### src/rtl/dmem_arbiter.sv
// Two-port round-robin data-memory arbiter with read-modify-write sequencing for SB/SH stores.
// Optional misaligned-access flagging is enabled by defining DMEM_ALIGN_CHECK_EN.
module dmem_arbiter #(
    parameter int WIDTH = 32,
    parameter int AW    = 32
) (
    input  logic             clk,
    input  logic             rst_n,
    input  logic             req0_i,
    input  logic             req1_i,
    input  logic             we0_i,
    input  logic             we1_i,
    input  logic [1:0]       size0_i,
    input  logic [1:0]       size1_i,
    input  logic             uns0_i,
    input  logic             uns1_i,
    input  logic [AW-1:0]    addr0_i,
    input  logic [AW-1:0]    addr1_i,
    input  logic [WIDTH-1:0] wdata0_i,
    input  logic [WIDTH-1:0] wdata1_i,
    output logic             gnt0_o,
    output logic             gnt1_o,
    output logic             rvalid0_o,
    output logic             rvalid1_o,
    output logic [WIDTH-1:0] rdata_o,
    output logic             err_o,
    output logic [AW-1:0]    mem_addr_o,
    output logic [WIDTH-1:0] mem_wdata_o,
    output logic             mem_we_o,
    input  logic [WIDTH-1:0] mem_rdata_i
);

`ifdef DMEM_ALIGN_CHECK_EN
    localparam bit ALIGN_CHK = 1'b1;
`else
    localparam bit ALIGN_CHK = 1'b0;
`endif

    localparam logic [1:0] SZ_BYTE = 2'b00;
    localparam logic [1:0] SZ_HALF = 2'b01;

    typedef enum logic [1:0] {IDLE, EXEC, WRITE} state_t;

    state_t           state_q;
    logic             rr_last_q;
    logic             port_q;
    logic             we_q;
    logic [1:0]       size_q;
    logic             uns_q;
    logic             mis_q;
    logic [AW-1:0]    mem_addr_q;
    logic [WIDTH-1:0] mem_wdata_q;
    logic             mem_we_q;
    logic             rvalid0_q;
    logic             rvalid1_q;
    logic [WIDTH-1:0] rdata_q;
    logic             err_q;

    logic             gnt0;
    logic             gnt1;
    logic             g_we;
    logic [1:0]       g_size;
    logic             g_uns;
    logic [AW-1:0]    g_addr;
    logic [WIDTH-1:0] g_wdata;
    logic             g_mis;

    function automatic logic [WIDTH-1:0] extend(input logic [WIDTH-1:0] d,
                                                input logic [1:0] sz, input logic uns);
        logic [WIDTH-1:0] r;
        case (sz)
            SZ_BYTE: r = {{(WIDTH-8){~uns & d[7]}}, d[7:0]};
            SZ_HALF: r = {{(WIDTH-16){~uns & d[15]}}, d[15:0]};
            default: r = d;
        endcase
        return r;
    endfunction

    function automatic logic [WIDTH-1:0] merge(input logic [WIDTH-1:0] old,
                                               input logic [WIDTH-1:0] nw, input logic [1:0] sz);
        logic [WIDTH-1:0] r;
        case (sz)
            SZ_BYTE: r = {old[WIDTH-1:8], nw[7:0]};
            SZ_HALF: r = {old[WIDTH-1:16], nw[15:0]};
            default: r = nw;
        endcase
        return r;
    endfunction

    // rr_last_q names the port that won the previous tie, so the other one wins the next.
    always_comb begin
        gnt0 = rst_n && (state_q == IDLE) && req0_i && (!req1_i || rr_last_q);
        gnt1 = rst_n && (state_q == IDLE) && req1_i && (!req0_i || !rr_last_q);
    end

    always_comb begin
        g_we    = gnt1 ? we1_i    : we0_i;
        g_size  = gnt1 ? size1_i  : size0_i;
        g_uns   = gnt1 ? uns1_i   : uns0_i;
        g_addr  = gnt1 ? addr1_i  : addr0_i;
        g_wdata = gnt1 ? wdata1_i : wdata0_i;
        g_mis   = ALIGN_CHK && (((g_size == SZ_HALF) && g_addr[0]) ||
                                (g_size[1] && (g_addr[1:0] != 2'b00)));
    end

    always_ff @(posedge clk or negedge rst_n) begin
        if (!rst_n) begin
            state_q     <= IDLE;
            rr_last_q   <= 1'b1;
            port_q      <= 1'b0;
            we_q        <= 1'b0;
            size_q      <= 2'b00;
            uns_q       <= 1'b0;
            mis_q       <= 1'b0;
            mem_addr_q  <= '0;
            mem_wdata_q <= '0;
            mem_we_q    <= 1'b0;
            rvalid0_q   <= 1'b0;
            rvalid1_q   <= 1'b0;
            rdata_q     <= '0;
            err_q       <= 1'b0;
        end else begin
            rvalid0_q <= 1'b0;
            rvalid1_q <= 1'b0;
            mem_we_q  <= 1'b0;
            case (state_q)
                IDLE: begin
                    if (gnt0 || gnt1) begin
                        port_q      <= gnt1;
                        we_q        <= g_we;
                        size_q      <= g_size;
                        uns_q       <= g_uns;
                        mis_q       <= g_mis;
                        mem_addr_q  <= g_addr;
                        mem_wdata_q <= g_wdata;
                        // Full-word stores write during EXEC; sub-word ones wait for the merge.
                        mem_we_q    <= g_we && g_size[1] && !g_mis;
                        if (req0_i && req1_i) begin
                            rr_last_q <= gnt1;
                        end
                        state_q <= EXEC;
                    end
                end
                EXEC: begin
                    if (we_q && !size_q[1] && !mis_q) begin
                        mem_wdata_q <= merge(mem_rdata_i, mem_wdata_q, size_q);
                        mem_we_q    <= 1'b1;
                        state_q     <= WRITE;
                    end else begin
                        if (!we_q && !mis_q) begin
                            rdata_q <= extend(mem_rdata_i, size_q, uns_q);
                        end
                        rvalid0_q <= !port_q;
                        rvalid1_q <= port_q;
                        err_q     <= mis_q;
                        state_q   <= IDLE;
                    end
                end
                WRITE: begin
                    rvalid0_q <= !port_q;
                    rvalid1_q <= port_q;
                    err_q     <= 1'b0;
                    state_q   <= IDLE;
                end
                default: state_q <= IDLE;
            endcase
        end
    end

    assign gnt0_o      = gnt0;
    assign gnt1_o      = gnt1;
    assign rvalid0_o   = rvalid0_q;
    assign rvalid1_o   = rvalid1_q;
    assign rdata_o     = rdata_q;
    assign err_o       = err_q;
    assign mem_addr_o  = mem_addr_q;
    assign mem_wdata_o = mem_wdata_q;
    assign mem_we_o    = mem_we_q;

endmodule

### config.mk
export PLATFORM = sky130hd
export DESIGN_NAME = dmem_arbiter
export DESIGN_NICKNAME = d
export VERILOG_FILES = /design/src/rtl/dmem_arbiter.sv
export SDC_FILE = /design/constraint.sdc
export NUM_CORES = 1
export LEC_CHECK = 0
export ABC_AREA = 0
export BUFFER_PORTS_ARGS = -buffer_cell sky130_fd_sc_hd__buf_4
export CAP_MARGIN = 20
export CORE_AREA = 2 2 106 108
export CTS_BUF_LIST = sky130_fd_sc_hd__clkbuf_16
export CTS_CLUSTER_SIZE = 28
export DETAILED_ROUTE_END_ITERATION = 16
export DIE_AREA = 0 0 108 110
export HOLD_SLACK_MARGIN = 0.05
export PLACE_DENSITY_LB_ADDON = 0.1
export SLEW_MARGIN = 20
export SYNTH_ARGS = -nofsm -noshare
export SYNTH_HDL_FRONTEND = slang
export SYNTH_SLANG_ARGS = --single-unit
### constraint.sdc
create_clock -name clk -period 3.6 [get_ports clk]
set_input_delay 0.36 -clock clk [delete_from_list [all_inputs] [get_ports clk]]
set_output_delay 0.36 -clock clk [all_outputs]
set_load 0.05 [all_outputs]
==> summary.md <==
| Metric | Value |
|---|---|
| I/O pin cnt | `274` |
| WL met3 | `1370 um` |
| Setup CP Type | `flop to output port` |
| Top FF cell, synth | `dfrtp_1` |
| Final std cells w/o fill | `917` |
| Cell with the most instances after synthesis | `dfrtp_1` |
| Fin Clk Skew | `0.00430 ns` |
| Die Y-Extent | `110 um` |
| Site Rows | `38` |
| Top post-synthesis cells by area | `dfrtp_1 (51%), nor2_1 (6.5%), mux2i_1 (4.8%), nand2_1 (3.6%), mux2_2 (3.5%)` |
| Residual DRC | `0` |
| RSZ-0062 raised after global routing | `false` |
| Placed insts | `900` |
| Post CTS Setup Buffer Count | `0` |
| Fmax | `325 MHz` |
| Leakage | `3.72 nW` |
| Worst-path clk slew | `0.07 ns` |
| Flop2flop setup slack | `0.92 ns` |
| Syn. warnings | `0` |
| Post-layout minimum cycle time | `3.08 ns` |
| Placement Setup Slack | `0.908 ns` |
| CTS tree | `built` |
| TritonCTS buffer count | `9` |
| Synthesized flop and latch total | `107` |
| First-pass GRT wire length | `24600 um` |
| Worst vdd ir | `598 uV` |
| Slew margin rel. | `0.466` |
| Synth cell types | `41` |
| Max-cap violations | `0` |
| Clock net sink count | `107` |
| ANT cells | `0` |
| Die ar. | `0.0119 sq mm` |
| Syn Nets | `697` |
| Antenna Nets Post-Route | `0` |
| DRT Pass-1 Iters | `4` |
| DR top layer | `met4` |
| CP arrival | `2.72 ns` |
| Number of synthesized flops with an enable pin | `0` |
| Total Wirelength | `16300 um` |
| Global-route usage over all layers | `0.269` |
| H-tree level count | `3` |
| Post-Syn Area | `0.00518 sq mm` |
| Slew @ Worst Pin | `0.801 ns` |
| Largest net degree at the start of global routing | `58` |
| Register area share after synthesis | `0.517` |
| Crit end category | `output port` |
| Share of layout cells above drive strength 1 | `0.422` |
| Post-synth ARST share | `1.00` |
| Via count | `4976` |
| CTS root buf | `clkbuf_16` |
| Via/cell ratio | `5.43` |
| Cells after synthesis | `521` |
| WL met2 | `8500 um` |
| CTS Buffer Depth | `2` |
| GR Overflow Total | `0` |
| Post-synth top cells | `dfrtp_1 (106), nor2_1 (90), nand2_1 (50)` |
| Final WS setup | `0.521 ns` |
| CP Launch Type | `flop` |
| Die X | `108 um` |
| Mean Syn Cell Area | `9.95 sq um` |
| Number of global-route vias before repair | `4901` |
| DR WL/cell | `17.8 um` |
| Final hold violations | `0` |
| Setup Total Neg Slack | `0 ns` |
| Status | `finished, final reports clean` |
| WP data required | `3.24 ns` |
| # nets final | `948` |
| Pwr/cell area | `1090 mW/mm^2` |
| Met1 wire length | `6070 um` |
| Period utilisation layout | `0.855` |
| Initial antenna violation count | `0` |
| Top cell type's share of synthesized area | `0.512` |
| Count of final max-slew check failures | `0` |
| Final Setup Violations | `0` |
| Crit path max fanout | `21` |
| Clk Latency, worst-skew pair | `0.34 ns` |
| Core ar. | `0.0107 sq mm` |
| HPWL Detailed | `11800 um` |
| Port bufs | `272` |
| Area grow syn2layout | `46.3%` |
| Routability Congestion | `0.830` |
| Worst Hold Class | `input port to flop` |
| Initial Utilization | `0.484` |
| Cell taking the most area after synthesis | `dfrtp_1` |
| Initial DRC count | `235` |
sequential cells by signal, indices dropped and copies added, names as in the netlist:
register	cells
port_q	1
rr_last_q	1
we_q	1
mem_addr_o	32
state_q	2
mem_wdata_o	32
size_q	2
mem_we_o	1
rdata_o	32
uns_q	1
rvalid0_o	1
rvalid1_o	1
layer usage:
layer  up-vias  track usage
li1       2344            -
met4         0       0.0769
met5         -            0
met3        22       0.0729
met1      2395        0.317
met2       215        0.484
cell type report:
cell class                 instances  area [sq um]
fill                             841          3120
sequential                       107          2680
multi-input combinational        358          2230
timing repair buffer             281          2110
clock buffer                       9           225
tap                              140           175
clock inverter                     7           108
inverter                          15          56.3
what timing repair did:
action / in CTS / in global routing
hold endpoints to repair: 3 / 0
hold buffers: 1 / 0
resized for setup: 0 / 0
layout by cell type, fill, tap and decap left out, types with 2 or more instances in the layout:
master,netlist,routed
inv_1,15,16
o211ai_1,16,16
bufinv_16,0,3
mux2i_1,25,25
nand4_1,17,17
a31oi_1,10,10
mux2_2,16,16
ha_1,4,4
dfrtp_1,106,106
o21ai_1,2,2
clkbuf_16,0,9
clkinv_2,0,2
o21ai_0,26,26
nor2_1,90,90
a21oi_1,33,33
o22ai_1,26,26
o221a_2,7,7
nand2_1,50,50
buf_4,7,280
nor3b_1,8,8
a41oi_1,8,8
nor2b_1,3,2
worst max-delay path, cell delays in order, from the launching register on:
cell and delay [ns]:
dfrtp_1 0.40, inv_1 0.11, ha_1 0.53, nand4_4 0.56, inv_1 0.49, buf_4 0.28
cells by family (layout without fill, tap and decap cells):
kind of cell               count (synthesis)  after routing  share of synthesized area
and+or+nand+nor                          175            175                      0.153
other                                      1              1                   0.000724
buffers and inverters                     56            312                     0.0572
muxes                                     43             43                     0.0903
DFF                                      107            107                      0.517
adders and majority gates                  4              4                    0.00966
xor gates and xnor gates                   1              1                    0.00169
AOI/OAI and AO/OA                        134            134                      0.171
power by group:
group / internal [mW] / switching, mW
clock: 0.673 / 0.431
combinational: 1.55 / 3.38
sequential: 1.80 / 0.402
total: 4.02 / 4.21
through the flow:
stage	area [sq um]	hold slack, ns	power [mW]	util
6_report	7580	0.253	8.23	0.709
5_1_grt	7580	0.249	8.67	0.709
4_1_cts	7570	0.249	8.25	0.708
3_5_place_dp	7230	0.191	7.14	0.676
3_3_place_gp	7230	0.188	7.02	0.676
2_1_floorplan	5180	0.0644	5.65	-
final timing paths:
kind | start | end | depth (start not counted)
worst min-delay path | mem_rdata_i[5] | rdata_o[5] | 2
worst min register to register | port_q | rvalid0_o | 1
max in group asynchronous | rst_n | mem_wdata_o[30] | 4
worst max-delay path | state_q[1] | gnt1_o | 5
worst max register to register | state_q[1] | mem_we_o | 6
min in group asynchronous | rst_n | uns_q | 2
Note: power is estimated with default switching activity, not from simulation.
